<file path="src/rtl/keypad_scanner.sv">
// Purpose : scans a ROWS x COLS key matrix, debounces press and release, reports one event per press.
// Latency : key_valid rises DEBOUNCE-1 edges after the sampling edge that first sees a single closed column.
// Backpr. : event held in a valid/ack register; a press that completes while an event is pending sets overrun.
//
// Ports:
//   clk        clock, all state changes on the rising edge
//   reset      asynchronous active-high reset
//   col_in     column sense lines, 1 = key closed on the driven row
//   row_drive  registered one-hot row drive
//   key_valid  key_code holds an unconsumed event
//   key_code   row*COLS + col of the reported key
//   key_ack    consumer accepts the event at this edge (ignored while key_valid = 0)
//   overrun    sticky: a debounced press was dropped because an event was still pending
module keypad_scanner #(
    parameter int ROWS     = 4,
    parameter int COLS     = 3,
    parameter int SETTLE   = 2,
    parameter int DEBOUNCE = 4,
    localparam int CODE_W  = $clog2(ROWS * COLS)
) (
    input  logic              clk,
    input  logic              reset,
    input  logic [COLS-1:0]   col_in,
    output logic [ROWS-1:0]   row_drive,
    output logic              key_valid,
    output logic [CODE_W-1:0] key_code,
    input  logic              key_ack,
    output logic              overrun
);

    localparam int ROW_W = $clog2(ROWS);
    // A single-cycle settle still needs a one-bit counter to keep the compare well formed.
    localparam int SET_W = (SETTLE > 1) ? $clog2(SETTLE) : 1;
    localparam int DB_W  = $clog2(DEBOUNCE);

    localparam logic [1:0] ST_SCAN    = 2'd0;
    localparam logic [1:0] ST_DEBOUNCE = 2'd1;
    localparam logic [1:0] ST_RELEASE = 2'd2;

    logic [1:0]        state_q,     state_d;
    logic [ROW_W-1:0]  row_idx_q,   row_idx_d;
    logic [ROWS-1:0]   row_drive_q, row_drive_d;
    logic [SET_W-1:0]  settle_q,    settle_d;
    logic [DB_W-1:0]   match_q,     match_d;
    logic [DB_W-1:0]   rel_q,       rel_d;
    logic [COLS-1:0]   col_lat_q,   col_lat_d;
    logic              key_valid_q, key_valid_d;
    logic [CODE_W-1:0] key_code_q,  key_code_d;
    logic              overrun_q,   overrun_d;

    logic              emit;
    logic [ROW_W-1:0]  row_next;
    logic [CODE_W-1:0] emit_code;
    int                col_pos;
    int                code_sum;

    always_comb begin
        state_d     = state_q;
        row_idx_d   = row_idx_q;
        settle_d    = settle_q;
        match_d     = match_q;
        rel_d       = rel_q;
        col_lat_d   = col_lat_q;
        key_valid_d = key_valid_q;
        key_code_d  = key_code_q;
        overrun_d   = overrun_q;
        emit        = 1'b0;

        row_next = (row_idx_q == ROW_W'(ROWS - 1)) ? '0 : row_idx_q + 1'b1;

        // Column index of the latched one-hot pattern.
        col_pos = 0;
        for (int c = 0; c < COLS; c++) begin
            if (col_lat_q[c]) begin
                col_pos = c;
            end
        end
        code_sum  = int'(row_idx_q) * COLS + col_pos;
        emit_code = CODE_W'(code_sum);

        case (state_q)
            ST_SCAN: begin
                if (settle_q == SET_W'(SETTLE - 1)) begin
                    settle_d = '0;
                    // Multi-bit patterns are ghosting or chords: skip the row.
                    if ($onehot(col_in)) begin
                        col_lat_d = col_in;
                        match_d   = DB_W'(1);
                        state_d   = ST_DEBOUNCE;
                    end else begin
                        row_idx_d = row_next;
                    end
                end else begin
                    settle_d = settle_q + 1'b1;
                end
            end
            ST_DEBOUNCE: begin
                if (col_in == col_lat_q) begin
                    if (match_q == DB_W'(DEBOUNCE - 1)) begin
                        emit    = 1'b1;
                        rel_d   = '0;
                        state_d = ST_RELEASE;
                    end else begin
                        match_d = match_q + 1'b1;
                    end
                end else begin
                    state_d   = ST_SCAN;
                    row_idx_d = row_next;
                    settle_d  = '0;
                end
            end
            ST_RELEASE: begin
                if (col_in == '0) begin
                    if (rel_q == DB_W'(DEBOUNCE - 1)) begin
                        state_d   = ST_SCAN;
                        row_idx_d = row_next;
                        settle_d  = '0;
                        rel_d     = '0;
                    end else begin
                        rel_d = rel_q + 1'b1;
                    end
                end else begin
                    rel_d = '0;
                end
            end
            default: begin
                state_d   = ST_SCAN;
                row_idx_d = '0;
                settle_d  = '0;
            end
        endcase

        // Ack frees the register; an emit on the same edge refills it.
        if (key_ack && key_valid_q) begin
            key_valid_d = 1'b0;
        end
        if (emit) begin
            if (!key_valid_q || key_ack) begin
                key_valid_d = 1'b1;
                key_code_d  = emit_code;
            end else begin
                overrun_d = 1'b1;
            end
        end

        row_drive_d = ROWS'(1) << row_idx_d;
    end

    always_ff @(posedge clk or posedge reset) begin
        if (reset) begin
            state_q     <= ST_SCAN;
            row_idx_q   <= '0;
            row_drive_q <= ROWS'(1);
            settle_q    <= '0;
            match_q     <= '0;
            rel_q       <= '0;
            col_lat_q   <= '0;
            key_valid_q <= 1'b0;
            key_code_q  <= '0;
            overrun_q   <= 1'b0;
        end else begin
            state_q     <= state_d;
            row_idx_q   <= row_idx_d;
            row_drive_q <= row_drive_d;
            settle_q    <= settle_d;
            match_q     <= match_d;
            rel_q       <= rel_d;
            col_lat_q   <= col_lat_d;
            key_valid_q <= key_valid_d;
            key_code_q  <= key_code_d;
            overrun_q   <= overrun_d;
        end
    end

    assign row_drive = row_drive_q;
    assign key_valid = key_valid_q;
    assign key_code  = key_code_q;
    assign overrun   = overrun_q;

endmodule

</file>
<file path="config.mk">
export PLATFORM = sky130hd
export DESIGN_NAME = keypad_scanner
export DESIGN_NICKNAME = d
export VERILOG_FILES = /design/src/rtl/keypad_scanner.sv
export SDC_FILE = /design/constraint.sdc
export NUM_CORES = 1
export LEC_CHECK = 0
export CAP_MARGIN = 30
export CORE_ASPECT_RATIO = 1.25
export CORE_UTILIZATION = 45
export CTS_BUF_LIST = sky130_fd_sc_hd__clkbuf_4 sky130_fd_sc_hd__clkbuf_8 sky130_fd_sc_hd__clkbuf_16
export CTS_CLUSTER_SIZE = 40
export DETAILED_ROUTE_END_ITERATION = 12
export GPL_TIMING_DRIVEN = 0
export PLACE_DENSITY = 0.68
export SYNTH_ARGS = -nofsm -noshare
export SYNTH_HDL_FRONTEND = slang
export SYNTH_SLANG_ARGS = --single-unit
</file>
<file path="constraint.sdc">
create_clock -name clk -period 5 [get_ports clk]
set_input_delay 1 -clock clk [delete_from_list [all_inputs] [get_ports clk]]
set_output_delay 1 -clock clk [all_outputs]
set_load 0.03 [all_outputs]
</file>
======== After elaboration in Yosys (flattened, before gate mapping) ========
Cells that the tools add are included.
operators by class
  add/subtract/negate cells ............... 7
  multipliers ............................. 1
  equality and inequality tests ........... 16
  shift-type cells ........................ 1
  multiplexer cells ....................... 35
  bitwise gates (word level) .............. 1
  reduce and logical (&&, ||, !) cells .... 14
operator list
  cell                                               count
  2-to-1 mux 2 bit                                   19
  != test 2 bit (second input constant)              8
  one-hot mux 2 bit (3 select lines)                 2
  2-to-1 mux 1 bit                                   11
  AND reduction 5 bit                                2
  AND reduction 3 bit                                3
  == test 2 bit (second input constant)              4
  one-hot mux 2 bit (2 select lines)                 2
  adder 2 x 1 -> 2 bit (second input constant)       3
  adder 4 bit                                        1
  == test 2 x 1 -> 1 bit (second input constant)     2
  multiplier 2 x 2 -> 4 bit (second input constant)  1
  AND reduction 2 bit                                2
  nonzero test 2 bit                                 2
  << shifter 1 x 2 -> 4 bit (first input constant)   1
  == test 3 bit                                      1
  zero test 3 bit                                    1
  != test 3 bit (second input constant)              1
  one-hot mux 1 bit (3 select lines)                 1
  adder 1 x 1 -> 2 bit                               1
  adder 2 x 1 -> 2 bit                               1
  zero test 2 bit                                    1
  adder 1 bit (second input constant)                1
  logical AND 1 bit                                  1
  other kinds (3)                                    3
storage, ports and cells
  register bits ........................... 22
  bits of input ports ..................... 6
  output and inout bits ................... 10
  word-level logic and storage cells ...... 85

======== Logic depth before layout (Yosys ltp) ========
Gate-level depths: netlist of run 1.
  depth after elaboration ................. 7
  gate-level depth with buffers ........... 6
  depth with buffers taken out ............ 6

======== Worst setup path after synthesis of run 1 ========
No wires, ideal clock.
  path type ............................... input-to-reg
  start point ............................. input port col_in[0]
  end point ............................... register row_drive_q[2], in the netlist row_drive[2]
  library setup time ...................... 0.078 ns
  arrival time ............................ 2.328 ns
  data required time ...................... 4.922 ns
  setup slack ............................. 2.594 ns
  cell stages on the path ................. 6
  path buffers ............................ 0
  path through ............................ fa_1 > nand2b_1 > a211oi_1 > a211oi_4 > o21ai_2 > o2bb2ai_1
on the way
  word-level cells in the longest chain between the ends .. 7
  elaborated cells on any way between the ends .. 11
  those cells by class .................... 2 x add/sub; 2 x eq/ne; 1 x shift; 5 x mux; 1 x reduce/logical
ends and longest elaborated chain
  item                                        line  RTL
  start, declared                             23    input logic [COLS-1:0] col_in,
  adder 1 x 1 -> 2 bit (not written as such)  86    if ($onehot(col_in)) begin
  adder 2 x 1 -> 2 bit (not written as such)  86
  == test 2 x 1 -> 1 bit                      86
  2-to-1 mux 2 bit                            86
  2-to-1 mux 2 bit                            83    if (settle_q == SET_W'(SETTLE - 1)) begin
  one-hot mux 2 bit (3 select lines) *        81    case (state_q)
  via row_idx_d[1]                            41    logic [ROW_W-1:0] row_idx_q, row_idx_d;
  << shifter 1 x 2 -> 4 bit *                 146   row_drive_d = ROWS'(1) << row_idx_d;
  via row_drive_d[2]                          42    logic [ROWS-1:0] row_drive_q, row_drive_d;
  end signal, assigned                        164   row_drive_q <= row_drive_d;
  end, declared                               42
The timed path passes the listed nets; every way through them passes the cells marked *.
A chain may end at the register's enable or synchronous reset.

======== Worst setup path after layout of run 1 ========
Ends and elaborated chain as after synthesis.

==> metrics.md, run 1 <==
| Metric | Value |
|---|---|
| Post-route design area | `0.00139 sq mm` |
| Fraction of registers with async set or reset after synthesis | `100%` |
| Critical Path Start Type | `input pin` |
| Setup TNS | `0 ns` |
| First-pass GRT wire length | `3630 um` |
| Grt ovf | `0` |
| Cell Area, Placed | `0.00135 sq mm` |
| First-pass iteration count of the detailed router | `3` |
| DRC | `0` |
| Number of setup buffers added after CTS | `0` |
| Die ar. | `0.00279 sq mm` |
| Vias per cell | `5.22` |
| Data required, critical path | `5.24 ns` |
| Crit path kind | `in2reg` |
| Vias | `819` |
| Worst EP arrival | `2.97 ns` |
| Die Ht | `58.8 um` |
| Antenna viol nets, final | `0` |
| FMAX | `367 MHz` |
| Initial core utilization | `47.9%` |
| Mean routed wirelength per cell | `13.2 um` |
| Post-CTS Hold Buffers | `0` |
| Post-route insts no fill | `157` |
| Initial antenna violation count | `0` |
| Ant diodes | `0` |
| Register area share after synthesis | `47.5%` |
| Final Hold Vio Count | `0` |
| EDFF count, synth | `0` |
| Final Slew Violations | `0` |
| Width of the chip | `47.5 um` |
| H-tree Lvls | `1` |
| Worst slack, placed | `1.93 ns` |
| Total of warnings raised by yosys | `0` |
| Top_reg_cell synth | `dfrtp_1` |
| Syn_area_per_cell | `11.1 sq um` |
| Setup-failing EPs final | `0` |
| CP max FO | `6` |
| Setup WS post-layout | `2.28 ns` |
| Number of buffers added on ports | `15` |
| RSZ-0062 raised after global routing | `false` |
| Post-synthesis register bit count | `22` |
| Slew @ Worst Pin | `0.822 ns` |
| Hold slack | `0.501 ns` |
| Distinct cell type count after synthesis | `33` |
| Largest net degree at the start of global routing | `23` |
| Core area | `0.00243 sq mm` |
| CP Capture Type | `flip-flop` |
| Power Dens Cells | `572 mW/mm^2` |
| Number of global-route vias before repair | `865` |
| Syn_nets | `119` |
| CTS tree | `done` |
| Clock skew | `0.00729 ns` |
| DP HPWL | `1640 um` |
| Num Clock Sinks | `22` |
| CTS max path bufs | `2` |
| P&R area growth vs syn | `19.6%` |
| Status | `complete, no violations` |
| Hold Crit Class | `reg2reg` |
| GP Congestion | `0.789` |
| GRT Total Usage | `18.6%` |
| Slew HR | `45.2%` |
| Cells after Synth | `105` |
| # placed instances | `153` |
| # IOs | `16` |
| CTS buffer count | `3` |
| Final Power | `0.795 mW` |
| Mapped Area | `0.00116 sq mm` |
| Reg clk slew, reported paths | `0.12 ns` |
| CP max-delay cell | `fa_1` |
| Row count | `20` |
| DRT iter0 DRCs | `20` |
| Nets | `139` |
| Crit path largest cell delay | `0.57 ns` |
| Max rail drop VDD | `0.286 mV` |
| Post-cts sizing count | `0` |
| Clk_lat worst skew | `0.32 ns` |
| Layout Utilization | `57.3%` |
| Final period util | `54.5%` |
| Final wirelength | `2080 um` |
| Root buf cell | `clkbuf_4` |
| # fillers | `223` |
| Critical-path cell list | `clkdlybuf4s50_1 > fa_1 > nand2b_1 > a211oi_1 > a211oi_4 > o21ai_2 > o2bb2ai_1` |
| Leak Pwr | `0.618 nW` |
| Fin crit period | `2.72 ns` |
| Max-cap violations | `0` |
| Share of cells above drive strength 1 | `12.1%` |
## cell usage after synthesis, types with 2 or more instances
master / n / area (sq um)
o21ai_1: 2 / 10.0
fa_1: 3 / 60.1
xnor2_1: 3 / 26.3
mux2_1: 2 / 22.5
nor2b_1: 3 / 18.8
inv_1: 6 / 22.5
o21ai_2: 2 / 17.5
nor2_1: 7 / 26.3
nand2_1: 9 / 33.8
a21oi_1: 5 / 25.0
nand3_1: 7 / 35.0
nand2b_1: 5 / 31.3
o21a_1: 2 / 15.0
mux2_2: 3 / 33.8
o21ai_0: 3 / 15.0
dfrtp_1: 21 / 526
ha_1: 5 / 62.6
o21ba_1: 2 / 20.0
## worst paths after layout
| kind | startpoint | endpoint | slack (ns) | depth (start not counted) |
|---|---|---|---|---|
| max in group asynchronous | reset | row_idx_q[0] | 3.36 | 2 |
| min | overrun | overrun | 0.50 | 1 |
| max | col_in[0] | row_drive[2] | 2.28 | 7 |
| min in group asynchronous | reset | state_q[1] | 1.13 | 2 |
| min reg2reg | overrun | overrun | 0.50 | 1 |
| max reg2reg | row_idx_q[0] | key_code[2] | 3.05 | 5 |
## flip-flops by register name, summed over array words and instances, names as in the netlist
register	flops
settle_q	1
match_q	2
rel_q	2
state_q	2
key_valid	1
key_code	4
row_drive	4
col_lat_q	3
overrun	1
row_idx_q	2
## layout make-up
class	count	area, sq um	share of cell area (%)
clock buffer	4	36.3	2.61
inverter	6	22.5	1.62
multi-input combinational	77	588	42.3
sequential	22	552	39.7
tap	33	41.3	2.97
timing repair buffer	15	150	10.8
## worst max-delay path, delay by kind of cell
family | cells | cell delay, ns
adder cells (fa/ha/maj) | 1 | 0.57
AO/OA/AOI/OAI | 4 | 0.82
AND/OR/NAND/NOR | 1 | 0.08
buffers and inverters | 1 | 0.51
## layer usage
layer  share of wire [%]  global-route usage [%]
met1                  43                    23.7
met2                  52                    29.9
met3                 3.0                    2.76
met4                 2.0                    8.98
met5                   0                       0
## logic make-up after synthesis
kind of cell,synth area share (%)
compound gates,15.4
flops,47.5
fa+ha+maj,10.5
simple gates,17.5
mux,4.84
xor+xnor,2.26
buf+inv,1.94
## cell usage in the layout, fill, tap and decap left out, types with 2 or more instances in the layout
cell type / count
xnor2_1: 3
o21a_1: 2
a21oi_1: 5
clkbuf_4: 3
o21ai_2: 2
nand2b_1: 5
dfrtp_1: 21
mux2_1: 2
o21ai_0: 3
fa_1: 3
o21ai_1: 2
mux2_2: 3
nand2_1: 9
o21ba_1: 2
clkdlybuf4s50_1: 15
ha_1: 5
nor2_1: 7
nor2b_1: 3
nand3_1: 7
inv_1: 6
## report_power, final
group	total [mW]	leakage, nW	switching, mW	internal [mW]
Clock	0.0987	0.0210	0.0542	0.0446
Combinational	0.399	0.315	0.217	0.182
Sequential	0.298	0.282	0.0563	0.242
Total	0.795	0.618	0.327	0.468
Note: power is estimated with default switching activity, not from simulation.
==> inputs of run 2 (changes only) <==
==> constraint.sdc (replaced) <==
create_clock -name clk -period 2.68 [get_ports clk]
set_input_delay 0.536 -clock clk [delete_from_list [all_inputs] [get_ports clk]]
set_output_delay 0.536 -clock clk [all_outputs]
set_load 0.03 [all_outputs]
==> results of run 2 <==
The final DEF is identical to that of run 1. Status: complete, no violations.
Main changes from that run: setup slack after placement 1.93 ns -> 0.0740 ns; setup slack after layout 2.28 ns -> 0.419 ns; register-to-register setup slack 3.05 ns -> 0.73 ns; total power 0.795 mW -> 1.48 mW; worst IR drop on VDD 0.286 mV -> 0.533 mV
